## src/rtl/dram_refresh_arbiter.sv

```systemverilog
// DRAM sequencer for the FastRAM card: arbitrates 68000 accesses against timer-driven CBR refresh.
// Optional REFRESH_BURST_EN drains the refresh backlog back-to-back without returning to IDLE.
module dram_refresh_arbiter #(
  parameter int REFRESH_INTERVAL = 108,
  parameter int MAX_PENDING      = 8,
  parameter int REF_RAS_CYCLES   = 2,
  parameter int PRECHARGE_CYCLES = 1
) (
  input  logic       CLK,
  input  logic       reset,
  input  logic       ram_cycle,
  input  logic       ASn,
  input  logic       UDSn,
  input  logic       LDSn,
  input  logic       RWn,
  output logic       RASn,
  output logic       UCASn,
  output logic       LCASn,
  output logic       OEn,
  output logic       mux_col,
  output logic       busy,
  output logic [3:0] ref_pending,
  output logic       ref_overrun
);

  localparam int TW = $clog2(REFRESH_INTERVAL);
  localparam int CW = $clog2(REF_RAS_CYCLES + PRECHARGE_CYCLES + 1);
  localparam logic [3:0] PMAX = 4'(MAX_PENDING);

  typedef enum logic [2:0] {
    IDLE    = 3'd0,
    ACC_ROW = 3'd1,
    ACC_COL = 3'd2,
    ACC_CAS = 3'd3,
    REF_CAS = 3'd4,
    REF_RAS = 3'd5,
    PRE     = 3'd6
  } state_t;

  state_t          state_r;
  state_t          state_s;
  logic [TW-1:0]   timer_r;
  logic [CW-1:0]   cnt_r;
  logic            after_ref_r;
  logic            tick_s;
  logic            start_s;

  assign tick_s = (timer_r == TW'(REFRESH_INTERVAL - 1));

  // Next-state selection; start_s marks the cycle a refresh consumes a pending slot.
  always_comb begin
    state_s = state_r;
    start_s = 1'b0;
    case (state_r)
      IDLE: begin
        if (ram_cycle) begin
          state_s = ACC_ROW;
        end else if ((ref_pending != 4'd0) && ASn) begin
          state_s = REF_CAS;
          start_s = 1'b1;
        end else begin
          state_s = IDLE;
        end
      end
      ACC_ROW: begin
        if (ASn) state_s = PRE;
        else     state_s = ACC_COL;
      end
      ACC_COL: begin
        if (ASn) state_s = PRE;
        else     state_s = ACC_CAS;
      end
      ACC_CAS: begin
        if (ASn) state_s = PRE;
        else     state_s = ACC_CAS;
      end
      REF_CAS: state_s = REF_RAS;
      REF_RAS: begin
        if (cnt_r == CW'(REF_RAS_CYCLES - 1)) state_s = PRE;
        else                                  state_s = REF_RAS;
      end
      PRE: begin
        if (cnt_r == CW'(PRECHARGE_CYCLES - 1)) begin
`ifdef REFRESH_BURST_EN
          if (after_ref_r && (ref_pending != 4'd0) && !ram_cycle && ASn) begin
            state_s = REF_CAS;
            start_s = 1'b1;
          end else begin
            state_s = IDLE;
          end
`else
          state_s = IDLE;
`endif
        end else begin
          state_s = PRE;
        end
      end
      default: state_s = IDLE;
    endcase
  end

  // State, refresh bookkeeping and Moore outputs decoded from the state being entered.
  always_ff @(posedge CLK or negedge reset) begin
    if (!reset) begin
      state_r     <= IDLE;
      timer_r     <= TW'(0);
      cnt_r       <= CW'(0);
      after_ref_r <= 1'b0;
      ref_pending <= 4'd0;
      ref_overrun <= 1'b0;
      RASn        <= 1'b1;
      UCASn       <= 1'b1;
      LCASn       <= 1'b1;
      OEn         <= 1'b1;
      mux_col     <= 1'b0;
      busy        <= 1'b0;
    end else begin
      state_r <= state_s;
      timer_r <= tick_s ? TW'(0) : timer_r + TW'(1);
      cnt_r   <= (state_s == state_r) ? cnt_r + CW'(1) : CW'(0);

      if (tick_s && (ref_pending == PMAX)) ref_overrun <= 1'b1;

      // Simultaneous tick and refresh start cancel out.
      if (tick_s && !start_s) begin
        if (ref_pending != PMAX) ref_pending <= ref_pending + 4'd1;
      end else if (start_s && !tick_s) begin
        ref_pending <= ref_pending - 4'd1;
      end

      if (state_s == REF_CAS)      after_ref_r <= 1'b1;
      else if (state_s == ACC_ROW) after_ref_r <= 1'b0;

      busy <= (state_s != IDLE);
      case (state_s)
        ACC_ROW: begin
          RASn <= 1'b0; UCASn <= 1'b1; LCASn <= 1'b1; OEn <= 1'b1; mux_col <= 1'b0;
        end
        ACC_COL: begin
          RASn <= 1'b0; UCASn <= 1'b1; LCASn <= 1'b1; OEn <= 1'b1; mux_col <= 1'b1;
        end
        ACC_CAS: begin
          RASn <= 1'b0; UCASn <= UDSn; LCASn <= LDSn; OEn <= ~RWn; mux_col <= 1'b1;
        end
        REF_CAS: begin
          RASn <= 1'b1; UCASn <= 1'b0; LCASn <= 1'b0; OEn <= 1'b1; mux_col <= 1'b0;
        end
        REF_RAS: begin
          RASn <= 1'b0; UCASn <= 1'b0; LCASn <= 1'b0; OEn <= 1'b1; mux_col <= 1'b0;
        end
        default: begin
          RASn <= 1'b1; UCASn <= 1'b1; LCASn <= 1'b1; OEn <= 1'b1; mux_col <= 1'b0;
        end
      endcase
    end
  end

endmodule
```

## config.mk

```make
export PLATFORM = sky130hd
export DESIGN_NAME = dram_refresh_arbiter
export DESIGN_NICKNAME = d
export VERILOG_FILES = /design/src/rtl/dram_refresh_arbiter.sv
export SDC_FILE = /design/constraint.sdc
export NUM_CORES = 1
export LEC_CHECK = 0
export ABC_AREA = 1
export CAP_MARGIN = 20
export CORE_UTILIZATION = 56
export DETAILED_ROUTE_END_ITERATION = 6
export GPL_ROUTABILITY_DRIVEN = 0
export MAX_ROUTING_LAYER = met4
export PLACE_DENSITY_LB_ADDON = 0.3
export SLEW_MARGIN = 0
export SYNTH_ARGS = -nofsm -noshare
export SYNTH_HDL_FRONTEND = slang
export SYNTH_SLANG_ARGS = --single-unit
```

## constraint.sdc

```tcl
create_clock -name CLK -period 4.8 [get_ports CLK]
set_input_delay 1.44 -clock CLK [delete_from_list [all_inputs] [get_ports CLK]]
set_output_delay 1.44 -clock CLK [all_outputs]
set_load 0.02 [all_outputs]
```

==> summary.md, run 1 <==
| Metric | Value |
|---|---|
| Grt total ovfl | 0 |
| Synth Area per Inst | 8.24 µm² |
| CTS Hold Buffers Added | 0 |
| Clock Skews | ~0.0046 ns |
| DR DRC count | 0 |
| Initial antenna violation count | 0 |
| Worst Path Arrival | 3.36 ns |
| Min Tclk post-route | 3.15 ns |
| Synth Instances | 147 |
| PortBufs | 17 |
| Starting Density | 0.605 |
| Nets@finish | 183 |
| Synthesized flop and latch total | 23 |
| CTS tree | yes |
| Synth warn | 0 |
| N_diodes | 0 |
| Cell variety after synth | 26 |
| Dominant synthesized flop cell | dfrtp_1 |
| CP endpoint kind | flip-flop |
| Reg clk slew, reported paths | 0.12 ns |
| Reg-to-Reg Start | timer_r[0]$_DFF_PN0_ |
| Gr usage total | 0.227 |
| Pin count of the biggest net entering global routing | 24 |
| Post-synth top area share | 0.393 |
| Max VDD drop | 0.390 mV |
| WHS Path Cells | 1 |
| Worst setup SP type | input port |
| CTS Buffer Depth | 2 |
| Critical path origin | ASn |
| IO Pins | 18 |
| Via density | 5.13 |
| Row count | 16 |
| TNS Setup | 0 ns |
| Setup Buffers After CTS | 0 |
| Share of post-route cells with drive strength above 1 | 0.148 |
| Synthesized Nets | 160 |
| Slew @ Worst Pin | 0.438 ns |
| Max FO, Critical Path | 4 |
| Core box area | 0.00200 mm² |
| Slowest cell delay on critical path | 0.45 ns |
| Post-route cell area | 0.00146 mm² |
| RSZ-0062 raised after global routing | no |
| CP max stage cell | clkdlybuf4s50_1 |
| Root buffer cell | clkbuf_4 |
| DRT iter0 DRCs | 34 |
| DR pass1 iterations | 5 |
| Post-synth ARST share | 1.00 |
| Total of max-cap violations | 0 |
| Most frequent cell after synthesis | nand2_1 |
| Antenna Nets Post-Route | 0 |
| CP dominant cell by count | nand2_1 |
| Total Routed Length | 2240 µm |
| Post-synth top cells | nand2_1, nor2_1, dfrtp_1 |
| Die ar. | between 0.002 and 0.0025 mm² |
| Ranking of synthesized cells by area | dfrtp_1, nand2_1, dfstp_2, nor2_1, ha_1 |
| Critical-path cell list | clkdlybuf4s50_1 > inv_1 > nor2_1 > nand3_2 > inv_2 > nor2_4 > inv_1 > ha_1 > a21oi_1 > and2_1 > nand3b_1 > nand2_1 > nand2_1 > nand2_1 |
| DIE WIDTH | 48.5 µm |
| Final setup vio count | 0 |
| Placed cells | approximately 190 |
| Area grow syn2layout | 20.6% |
| RR Endpoint | ref_pending[3]$_DFFE_PN0P_ |
| Number of synthesized flops with an enable pin | 0 |
| Type of the worst setup path | in2reg |
| Synthesized cell area | 0.00121 mm² |
| Fin crit share | 0.656 |
| DR vias | 1,006 |
| Register area share after synthesis | 0.479 |
| TritonCTS buffer count | 3 |
| # resized after CTS | 0 |
| H-Tree Depth | 1 |
| First-pass GRT wire length | 3970 µm |
| Max Freq | 0.317 GHz |
| Clk sinks | 23 |
| FF-to-FF setup slack | 2.52 ns |
| Power per Cell Area | roughly 430 mW/mm² |
| Yosys top cell by area | dfrtp_1 |
| Slew Limit Headroom | 0.707 |
| Non-filler cells, final | 196 |
| Crit path to | ref_pending[3]$_DFFE_PN0P_ |
| Final Hold Viols | 0 |
| Post-DP Area | between 0.001 and 0.0015 mm² |
| Worst reg2reg path depth | 12 |
| Vias in the first global route | 932 |
| Final HPWL DP | 1760 µm |
| Worst skew pair latency | 0.30 ns |
| Status | finished clean |
| Die Y | 48.5 µm |
| Fin. max-slew vios | 0 |
| Critical Path RT | 5.01 ns |
| Hold WC Path Type | reg2reg |
| Drt wl/cell | around 11 µm |
| Static Leak | 0.723 nW |
[placed cells by master (no fill, tap or decap)]
cell and n:
buf_8 1, nand2_2 4, nor3b_2 1, nor2_4 1
xor2_1 1, nand4_1 2, nor3_1 1, and3_1 1
nand3_2 3, fa_1 1, inv_1 15, o211ai_1 1
nor2_1 20, clkinvlp_4 1, nand3_1 10, a21oi_1 5
or2_1 1, clkbuf_4 3, dfrtp_1 19, nand3b_1 2
and2_1 1, clkinv_1 1, clkdlybuf4s50_1 17, dfstp_2 4
nand2_1 34, nor2_2 1, o21ai_0 3, ha_1 5
o21ai_1 4, inv_2 6
[worst min-delay path by stage]
stage / start / endpoint / slack, ns
global placement: cnt_r[0]$_DFF_PN0_ / cnt_r[0]$_DFF_PN0_ / 0.44
detailed placement: ref_overrun$_DFFE_PN0P_ / ref_overrun$_DFFE_PN0P_ / 0.45
finish: cnt_r[0]$_DFF_PN0_ / cnt_r[0]$_DFF_PN0_ / 0.47
global route: cnt_r[0]$_DFF_PN0_ / cnt_r[0]$_DFF_PN0_ / 0.50
CTS: cnt_r[0]$_DFF_PN0_ / cnt_r[0]$_DFF_PN0_ / 0.47
floorplan: timer_r[6]$_DFF_PN0_ / timer_r[6]$_DFF_PN0_ / 0.43
[state kept, by name, summed over array words and instances, names as in the netlist]
name	flops
OEn	1
ref_pending	4
LCASn	1
RASn	1
UCASn	1
cnt_r	2
mux_col	1
timer_r	7
ref_overrun	1
state_r	3
busy	1
[worst max-delay path: cells and delay by family]
family | cells | cell delay [ns]
AO/OA/AOI/OAI | 1 | 0.15
adder cells (fa/ha/maj) | 1 | 0.28
buffers and inverters | 4 | 0.74
AND/OR/NAND/NOR | 8 | 0.73
[layout make-up]
class / instances / area [µm²]
clock inverter: 1 / 7.51
tap: 27 / 33.8
fill: 162 / 542
timing repair buffer: 18 / 185
inverter: 22 / 82.6
clock buffer: 3 / 22.5
sequential: 23 / 581
multi-input combinational: 102 / 548
[report_power, final]
part           internal, mW  total, mW  leakage [nW]  switching [mW]
logic                 0.106      0.272         0.429           0.166
registers             0.243      0.270         0.280          0.0266
clock network        0.0317     0.0889        0.0139          0.0572
total                 0.381      0.631         0.723           0.250
[layer usage]
metal,part of all wire,global-route usage,wire [µm]
met1,0.44,0.258,975
met2,0.52,0.406,1170
met3,0.035,0.0409,78
met4,0.0063,0.0686,14
met5,0,-,0
[stage by stage]
step | utilization | setup slack [ns] | hold slack (ns) | total power [mW]
finish | 0.729 | 1.65 | 0.467 | 0.631
global placement | 0.707 | 1.47 | 0.442 | 0.534
CTS | 0.722 | 1.66 | 0.467 | 0.634
floorplan | - | 1.98 | 0.426 | 0.458
global route | 0.729 | 1.58 | 0.501 | 0.681
detailed placement | 0.707 | 1.33 | 0.448 | 0.545
[logic make-up (layout without fill, tap and decap cells)]
logic type / count (synthesis) / in the layout / share of synthesized area
buffers and inverters: 22 / 44 / 0.0682
flip-flops: 23 / 23 / 0.479
adder cells (fa/ha/maj): 6 / 6 / 0.0682
AND/OR/NAND/NOR: 82 / 82 / 0.321
AO/OA/AOI/OAI: 13 / 13 / 0.0558
XOR/XNOR: 1 / 1 / 0.00723
(Power assumes the default switching activity.)
==> run 2: changes to the inputs <==
--- a/config.mk
+++ b/config.mk
@@ -7,7 +7,7 @@
 export LEC_CHECK = 0
 export ABC_AREA = 1
 export CAP_MARGIN = 20
-export CORE_UTILIZATION = 56
+export CORE_UTILIZATION = 47
 export DETAILED_ROUTE_END_ITERATION = 6
 export GPL_ROUTABILITY_DRIVEN = 0
 export MAX_ROUTING_LAYER = met4
==> constraint.sdc (replaced) <==
create_clock -name CLK -period 2.7 [get_ports CLK]
set_input_delay 0.81 -clock CLK [delete_from_list [all_inputs] [get_ports CLK]]
set_output_delay 0.81 -clock CLK [all_outputs]
set_load 0.02 [all_outputs]
==> run 2 against run 1 <==
Compared with the run above: final cell count rose by 2.6%; critical path depth unchanged; sequential share of layout area shrank 0.24 points; highest routed layer unchanged; non-clock buffer count increased by 2; clock power rose by 77%; register-to-register slack worse by 2.1 ns; combinational power increased by 81%; clock skew shrank 0.0019 ns.
==> summary.md, run 2 (synthesized netlist as in run 1, its figures left out) <==
| Metric | Value |
|---|---|
| Status | finished clean |
| Setup Buffers After CTS | 0 (unchanged) |
| Power per Cell Area | 767 mW/mm² (+77%) |
| Static Leak | 0.733 nW (+1.4%) |
| Die Y | 52.8 µm (+8.8%) |
| TritonCTS buffer count | 3 (unchanged) |
| Storage cell area | 581 µm² (unchanged) |
| Die ar. | 0.00278 mm² (+18%) |
| Met1 usage | 0.257 (-0.000981) |
| Met3 usage | 0.0261 (-0.0148) |
| RSZ-0062 raised after global routing | no |
| GR peak layer | met2 |
| Critical-path cell list | clkdlybuf4s50_1 > inv_1 > nor2_1 > nand3_2 > inv_2 > nor2_4 > inv_1 > ha_1 > a21oi_1 > and2_1 > nand3b_1 > nand2_1 > nand2_1 > nand2_1 |
| Via density | 4.96 (-3.5%) |
| Type of the worst setup path | in2reg |
| Final setup vio count | 0 (unchanged) |
| PortBufs | 17 (unchanged) |
| CP max stage cell | clkdlybuf4s50_1 |
| Slew @ Worst Pin | 0.295 ns (-0.143 ns) |
| Top Registers | timer_r x7, ref_pending x4, state_r x3 |
| Worst setup SP type | input port |
| Area grow syn2layout | 21.3% |
| CTS Buffer Depth | 2 (unchanged) |
| DIE WIDTH | 52.8 µm (+8.8%) |
| Fin. max-slew vios | 0 (unchanged) |
| First-pass GRT wire length | 3760 µm (-5.4%) |
| Min Tclk post-route | 2.42 ns |
| CTS Hold Buffers Added | 0 (unchanged) |
| Clk sinks | 23 (unchanged) |
| Share of post-route cells with drive strength above 1 | 0.158 (+0.00997) |
| Critical path origin | ASn |
| Root buffer cell | clkbuf_4 |
| Max reg flops | 7 (unchanged) |
| Worst reg2reg path depth | 12 (unchanged) |
| Antenna Nets Post-Route | 0 (unchanged) |
| Reg-to-Reg Start | timer_r[0]$_DFF_PN0_ |
| Starting Density | 0.493 (-0.112) |
| Slew Limit Headroom | 0.803 (+0.0962) |
| Multi-input gate area | 548 µm² (unchanged) |
| Post-route setup slack | 0.278 ns (-1.37 ns) |
| Final Hold Viols | 0 (unchanged) |
| Total power | 1.13 mW (+79%) |
| Worst slack at placement | -0.0541 ns (-1.39 ns) |
| # resized after CTS | 0 (unchanged) |
| Vias in the first global route | 910 (-2.4%) |
| Most common cell after layout, fill and taps aside | nand2_1 |
| Clock Skews | 0.00273 ns (-0.00186 ns) |
| CP dominant cell by count | nand2_1 |
| Grt total ovfl | 0 (unchanged) |
| Initial antenna violation count | 0 (unchanged) |
| Drt wl/cell | 10.9 µm (-4.2%) |
| Met2 usage | 0.287 (-0.119) |
| Total of max-cap violations | 0 (unchanged) |
| Critical Path RT | 2.92 ns (-2.09 ns) |
| Hold WC Path Type | reg2reg |
| CTS tree | yes |
| DR vias | 996 (-0.99%) |
| Slowest cell delay on critical path | 0.45 ns (about the same) |
| N_diodes | 0 (unchanged) |
| Max Freq | 0.413 GHz |
| Max VDD drop | 0.676 mV (+73%) |
| DR pass1 iterations | 4 (-1) |
| Max FO, Critical Path | 3 (-1) |
| Total Routed Length | 2200 µm (-1.8%) |
| H-Tree Depth | 1 (unchanged) |
| Core box area | 0.00245 mm² (+23%) |
| Most frequent cells in the layout | nand2_1, nor2_1, dfrtp_1 |
| CP endpoint kind | flip-flop |
| Fin crit share | 0.897 |
| Fillcell total | 201 (+24%) |
| DRT iter0 DRCs | 22 (-35%) |
| Worst skew pair latency | 0.31 ns (about the same) |
| DR DRC count | 0 (unchanged) |
| RR Endpoint | ref_pending[3]$_DFFE_PN0P_ |
| Nets@finish | 185 (+1.1%) |
| IO Pins | 18 (unchanged) |
| Biggest register | timer_r |
| Row count | 18 (+2) |
| Worst Path Arrival | 2.64 ns (-0.72 ns) |
| Hold WS | 0.463 ns (-0.00427 ns) |
| Pin count of the biggest net entering global routing | 24 (unchanged) |
| Gr usage total | 0.193 (-0.0338) |
| Crit path to | ref_pending[3]$_DFFE_PN0P_ |
| Reg clk slew, reported paths | 0.12 ns (about the same) |
| FF-to-FF setup slack | 0.47 ns (-2.05 ns) |
| Final HPWL DP | 1750 µm (-0.67%) |
==> run 2: cell type report <==
class                      count  share of cell area
timing repair buffer          20               0.131
inverter                      22              0.0562
multi-input combinational    102               0.373
tap                           30              0.0256
sequential                    23               0.395
clock inverter                 1             0.00341
clock buffer                   3              0.0153
==> run 2: report_power, final <==
| group | total, mW | switching (mW) | internal (mW) |
|---|---|---|---|
| Clock | 0.157 | 0.102 | 0.0555 |
| Combinational | 0.491 | 0.303 | 0.188 |
| Sequential | 0.478 | 0.0451 | 0.433 |
| Total | 1.13 | 0.450 | 0.677 |
==> run 2: worst min path at each step <==
stage | start | to | slack (ns) | depth (start not counted)
4_1_cts | cnt_r[0]$_DFF_PN0_ | cnt_r[0]$_DFF_PN0_ | 0.47 | 1
2_1_floorplan | timer_r[6]$_DFF_PN0_ | timer_r[6]$_DFF_PN0_ | 0.43 | 1
5_1_grt | cnt_r[0]$_DFF_PN0_ | cnt_r[0]$_DFF_PN0_ | 0.49 | 1
6_report | cnt_r[0]$_DFF_PN0_ | cnt_r[0]$_DFF_PN0_ | 0.46 | 1
3_3_place_gp | cnt_r[0]$_DFF_PN0_ | cnt_r[0]$_DFF_PN0_ | 0.44 | 1
3_5_place_dp | cnt_r[0]$_DFF_PN0_ | cnt_r[0]$_DFF_PN0_ | 0.45 | 1
==> run 2: per-layer routing <==
layer	up-vias	part of all wire	wire length [µm]
li1	513	-	-
met1	467	0.48	1050
met2	11	0.48	1050
met3	5	0.027	60
met4	0	0.019	42
met5	-	0	0
==> run 2: through the flow <==
stage	area, µm²	setup TNS [ns]	cells	utilization
after floorplan	1210	0	147	-
after global placement	1440	0	197	0.587
after detailed placement	1440	-0.0541	197	0.587
after CTS	1470	0	201	0.598
after global routing	1470	0	201	0.598
final	1470	0	201	0.598
==> run 2: critical path, delay by kind of cell <==
family | cells | cell delay [ns]
fa+ha+maj | 1 | 0.29
buf+inv | 4 | 0.72
compound gates | 1 | 0.14
simple gates | 8 | 0.69
